`src/rtl/trng_bit_source.sv`:
```
// TRNG bit producer: synchronises a raw entropy line, samples it on a divider, optionally pairs samples
// through a von Neumann extractor (macro TRNG_VN_DEBIAS_EN), presents one bit per ACK, and runs a repetition-count health test.
module trng_bit_source #(
    parameter int SAMPLE_DIV = 8,
    parameter int REP_LIMIT  = 32
) (
    input  logic CLK,
    input  logic RST_N,
    input  logic EN,
    input  logic ENTROPY,
    input  logic ACK,
    output logic RANDOM,
    output logic BIT_READY,
    output logic FAULT
);

`ifdef TRNG_VN_DEBIAS_EN
    typedef enum logic [1:0] {IDLE, SAMPLE_A, SAMPLE_B, PRESENT} state_t;
`else
    typedef enum logic [1:0] {IDLE, SAMPLE_A, PRESENT} state_t;
`endif

    localparam logic [7:0] DIV_LAST = 8'(SAMPLE_DIV - 1);
    localparam logic [7:0] REP_MAX  = 8'(REP_LIMIT);

    state_t     state;
    state_t     state_next;
    logic       sync1;
    logic       raw;
    logic [7:0] div;
    logic [7:0] div_next;
    logic [7:0] div_step;
    logic [7:0] rep_cnt;
    logic [7:0] rep_next;
    logic       prev_sample;
    logic       random_next;
    logic       bit_ready_next;
    logic       in_sample;
    logic       take;
    logic       trip;
`ifdef TRNG_VN_DEBIAS_EN
    logic       pair_a;
    logic       pair_a_next;
`endif

`ifdef TRNG_VN_DEBIAS_EN
    assign in_sample = (state == SAMPLE_A) || (state == SAMPLE_B);
`else
    assign in_sample = (state == SAMPLE_A);
`endif

    // A sample only counts when the block is actually allowed to run on this edge.
    assign take     = in_sample && EN && !FAULT && (div == DIV_LAST);
    assign div_step = (div == DIV_LAST) ? 8'd0 : div + 8'd1;

    always_comb begin
        rep_next = 8'd1;
        if (rep_cnt != 8'd0 && raw == prev_sample) begin
            rep_next = (rep_cnt >= REP_MAX) ? REP_MAX : rep_cnt + 8'd1;
        end
    end

    assign trip = take && (rep_next >= REP_MAX);

    always_ff @(posedge CLK or negedge RST_N) begin
        if (!RST_N) begin
            state <= IDLE;
        end else begin
            state <= state_next;
        end
    end

    always_comb begin
        state_next     = state;
        div_next       = div;
        random_next    = RANDOM;
        bit_ready_next = BIT_READY;
`ifdef TRNG_VN_DEBIAS_EN
        pair_a_next    = pair_a;
`endif
        if (!EN || FAULT || trip) begin
            state_next     = IDLE;
            div_next       = 8'd0;
            bit_ready_next = 1'b0;
        end else begin
            case (state)
                IDLE: begin
                    state_next = SAMPLE_A;
                    div_next   = 8'd0;
                end
                SAMPLE_A: begin
                    div_next = div_step;
                    if (take) begin
`ifdef TRNG_VN_DEBIAS_EN
                        pair_a_next = raw;
                        state_next  = SAMPLE_B;
`else
                        random_next    = raw;
                        bit_ready_next = 1'b1;
                        state_next     = PRESENT;
`endif
                    end
                end
`ifdef TRNG_VN_DEBIAS_EN
                SAMPLE_B: begin
                    div_next = div_step;
                    if (take) begin
                        if (raw != pair_a) begin
                            random_next    = pair_a;
                            bit_ready_next = 1'b1;
                            state_next     = PRESENT;
                        end else begin
                            state_next = SAMPLE_A;
                        end
                    end
                end
`endif
                PRESENT: begin
                    // Divider holds so the next bit is always a full sample period away.
                    if (ACK) begin
                        bit_ready_next = 1'b0;
                        state_next     = SAMPLE_A;
                    end
                end
                default: begin
                    state_next     = IDLE;
                    div_next       = 8'd0;
                    bit_ready_next = 1'b0;
                end
            endcase
        end
    end

    always_ff @(posedge CLK or negedge RST_N) begin
        if (!RST_N) begin
            sync1       <= 1'b0;
            raw         <= 1'b0;
            div         <= 8'd0;
            rep_cnt     <= 8'd0;
            prev_sample <= 1'b0;
            RANDOM      <= 1'b0;
            BIT_READY   <= 1'b0;
            FAULT       <= 1'b0;
`ifdef TRNG_VN_DEBIAS_EN
            pair_a      <= 1'b0;
`endif
        end else begin
            sync1     <= ENTROPY;
            raw       <= sync1;
            div       <= div_next;
            RANDOM    <= random_next;
            BIT_READY <= bit_ready_next;
`ifdef TRNG_VN_DEBIAS_EN
            pair_a    <= pair_a_next;
`endif
            // Health test sees every sample, including pairs the extractor throws away.
            if (take) begin
                prev_sample <= raw;
                rep_cnt     <= rep_next;
            end
            if (trip) begin
                FAULT <= 1'b1;
            end
        end
    end

endmodule

```
`config.mk`:
```
export PLATFORM = sky130hd
export DESIGN_NAME = trng_bit_source
export DESIGN_NICKNAME = d
export VERILOG_FILES = /design/src/rtl/trng_bit_source.sv
export SDC_FILE = /design/constraint.sdc
export NUM_CORES = 1
export LEC_CHECK = 0
export CAP_MARGIN = 10
export CORE_MARGIN = 2
export CORE_UTILIZATION = 60
export DETAILED_ROUTE_END_ITERATION = 8
export GPL_ROUTABILITY_DRIVEN = 1
export GPL_TIMING_DRIVEN = 0
export HOLD_SLACK_MARGIN = 0.03
export PLACE_DENSITY = 0.89
export RECOVER_POWER = 100
export SYNTH_ARGS = -nofsm -noshare
export SYNTH_HDL_FRONTEND = slang
export SYNTH_SLANG_ARGS = --single-unit
```
`constraint.sdc`:
```
create_clock -name CLK -period 4.1 [get_ports CLK]
set_clock_uncertainty 0.05 [all_clocks]
set_input_delay 0.615 -clock CLK [delete_from_list [all_inputs] [get_ports CLK]]
set_output_delay 0.615 -clock CLK [all_outputs]
set_load 0.02 [all_outputs]
```
==> results.json <==
{
  "core_area_mm2": 0.00190,
  "root_buffer": "clkbuf_4",
  "synth_most_common_cell": "dfrtp_1",
  "ant_nets": 0,
  "die_w_um": 48.3,
  "dr.first_iter.drc_count": 31,
  "p_leak_nw": 0.626,
  "layout_setup_ws_ps": 1620,
  "post-route-min-period_ps": 2480,
  "report.final.slew_viol_count": 0,
  "internal_power_mw": 0.303,
  "crit_type": "reg2reg",
  "critPathCaptureType": "flip-flop",
  "post-place-ws_ps": 1650,
  "row_count": 16,
  "ys_ff_latch": 24,
  "io_pins": 8,
  "h-tree-depth": 1,
  "area_growth_pct": 10.2,
  "hold_violations": 0,
  "synth_area_leaders": "dfrtp_1 (51%), o21ai_1 (5.1%), nand2_1 (4.1%)",
  "diodes": 0,
  "cts_resized": 0,
  "critical_path_arrival_ps": 2640,
  "place_congestion": 0.817,
  "portBuffers": 7,
  "dpl.cell_count": 146,
  "cts_tree": "built",
  "syn_nets": 120,
  "clk_pin_slew_ps": 120,
  "worst_pin_slew_ps": 1040,
  "viasPerCell": 5.90,
  "ff2ff_setup_slack_ps": 1620,
  "ctsHoldBuffers": 0,
  "fillers": 139,
  "rsz0062_at_grt": "no",
  "vias": 885,
  "post_cts_buffers": 0,
  "worstSetupStartpointType": "flip-flop",
  "setup_tns_ps": 0,
  "wire_per_inst_um": 14.4,
  "comb_power_share_pct": 5.6,
  "clk_latency_ps": 320,
  "cts_buffers": 3,
  "critPathMaxFanout": 6,
  "stdcell_count": 150,
  "ys_async_sr_fraction_pct": 100,
  "drive_gt1_share_pct": 4.07,
  "drv_cap": 0,
  "grt_max_degree": 25,
  "clock_sinks": 24,
  "synth_area_mm2": 0.00118,
  "syn_inst": 112,
  "slew_headroom_pct": 30.4,
  "antenna_found_initial": 0,
  "clockPowerShare_pct": 31.7,
  "dpl.hpwl_um": 1610,
  "crit_required_ps": 4260,
  "ys_top_cells_by_count": "dfrtp_1 (24), nand2_1 (13), o21ai_1 (12)",
  "die_y_um": 48.3,
  "path_common_cell": "a21oi_1",
  "synth_top_area_share_pct": 51.0,
  "initial_core_util_pct": 61.9,
  "synth-edff-count": 0,
  "drcViolationCount": 0,
  "irDropWorstVdd_v": 0.000203,
  "die_area_mm2": 0.00233,
  "final_nets": 132,
  "cp_slowest_cell": "nor4b_1",
  "crit_path_max_incr_delay_ps": 730,
  "drt-pass1-iter-count": 4,
  "finalSetupViolations": 0,
  "yosysWarnings": 0,
  "path_cells": "inv_1 -> ha_1 -> nor4b_1 -> a21oi_1 -> a21oi_1 -> mux2_1",
  "grt_usage_pct": 21.4,
  "wirelength_um": 2170,
  "overflow": 0,
  "powerDensity_mw_per_mm2": 299,
  "fin_crit_sh_pct": 60.4,
  "seqPwrFrac_pct": 62.7,
  "hold_path.class": "reg2reg",
  "ys_types": 36,
  "clockBufferDepth": 2,
  "grt_pass1_vias": 797,
  "p_sw_share_pct": 21.9,
  "synth-seq-area-share_pct": 51.0,
  "synthFlopType": "dfrtp_1",
  "fmax_mhz": 404,
  "status": "completed",
  "switchingPower_mw": 0.0852,
  "grt_pass1_wl_um": 3330,
  "synth_top_area_cell": "dfrtp_1",
  "syn_area_per_cell_um2": 10.5
}
==> power by group through the flow <==
stage	Sequential [mW]	Combinational, mW	Clock, mW
2_1_floorplan	0.247	0.0122	0
3_3_place_gp	0.248	0.0224	0
3_5_place_dp	0.248	0.0235	0
4_1_cts	0.243	0.0237	0.127
5_1_grt	0.244	0.0251	0.139
6_report	0.243	0.0216	0.123
==> registers in the layout, indices dropped and copies added (netlist names) <==
register and flops:
prev_sample 1, FAULT 1, div 8, sync1 1
raw 1, BIT_READY 1, state 2, RANDOM 1
rep_cnt 8
==> stage by stage <==
| stage | instance area (µm²) | hold slack [ps] | utilization (%) | total power, mW |
|---|---|---|---|---|
| 2_1_floorplan | 1180 | 269 | - | 0.259 |
| 3_3_place_gp | 1280 | 287 | 67.4 | 0.270 |
| 3_5_place_dp | 1280 | 288 | 67.4 | 0.271 |
| 4_1_cts | 1320 | 317 | 69.3 | 0.394 |
| 5_1_grt | 1300 | 336 | 68.2 | 0.409 |
| 6_report | 1300 | 315 | 68.2 | 0.388 |
==> worst max-delay path: cells and delay by family, from the launching register on <==
family                   cells  cell delay (ps)
multiplexers                 1              350
adder cells (fa/ha/maj)      1              140
AO/OA/AOI/OAI                2              580
flip-flops                   1              430
buffers and inverters        1               90
AND/OR/NAND/NOR              1              730
==> metal layers <==
layer	track usage [%]	vias to the layer above	share of wire (%)
met5	0	-	0
met4	11.9	0	2.2
met3	5.56	7	5.0
met2	35.0	33	50
met1	25.5	425	43
li1	-	420	-
==> cell families (layout without fill, tap and decap cells) <==
kind of cell	after synthesis	after routing	share of synthesized area, %
and+or+nand+nor	48	48	25.6
AOI/OAI and AO/OA	24	24	13.1
DFF	24	24	51.0
buffers and inverters	7	18	2.23
xor gates and xnor gates	4	4	2.98
adders and majority gates	3	3	3.19
muxes	2	2	1.91
==> cell usage in the layout (no fill, tap or decap), types with 4 or more instances in the layout <==
| master | n |
|---|---|
| dfrtp_1 | 24 |
| inv_1 | 4 |
| nand3_1 | 7 |
| dlygate4sd3_1 | 6 |
| o21ai_1 | 7 |
| nand2_1 | 13 |
| nor4b_1 | 4 |
| o21ai_0 | 5 |
==> worst paths after layout <==
kind                                         from                     end  cells after the start
setup / recovery           rep_cnt[0]$_DFFE_PN0P_      RANDOM$_DFFE_PN0P_                      6
hold / removal                    sync1$_DFF_PN0_           raw$_DFF_PN0_                      0
setup reg to reg           rep_cnt[0]$_DFFE_PN0P_      RANDOM$_DFFE_PN0P_                      6
hold reg to reg                   sync1$_DFF_PN0_           raw$_DFF_PN0_                      0
max in group asynchronous                   RST_N  rep_cnt[0]$_DFFE_PN0P_                      1
min in group asynchronous                   RST_N   BIT_READY$_DFFE_PN0P_                      1
==> layout make-up <==
type                    count  area (µm²)  share of cell area, %
well taps                  27        33.8                   2.60
inverters                   4        15.0                   1.16
clock buffers               4        36.3                   2.80
repair buffers              7        70.1                   5.40
multi-input cells          81         531                   40.9
plain buffers               3        11.3                  0.868
flip-flops and latches     24         601                   46.3
No activity file was read; power rests on OpenSTA's default activity.
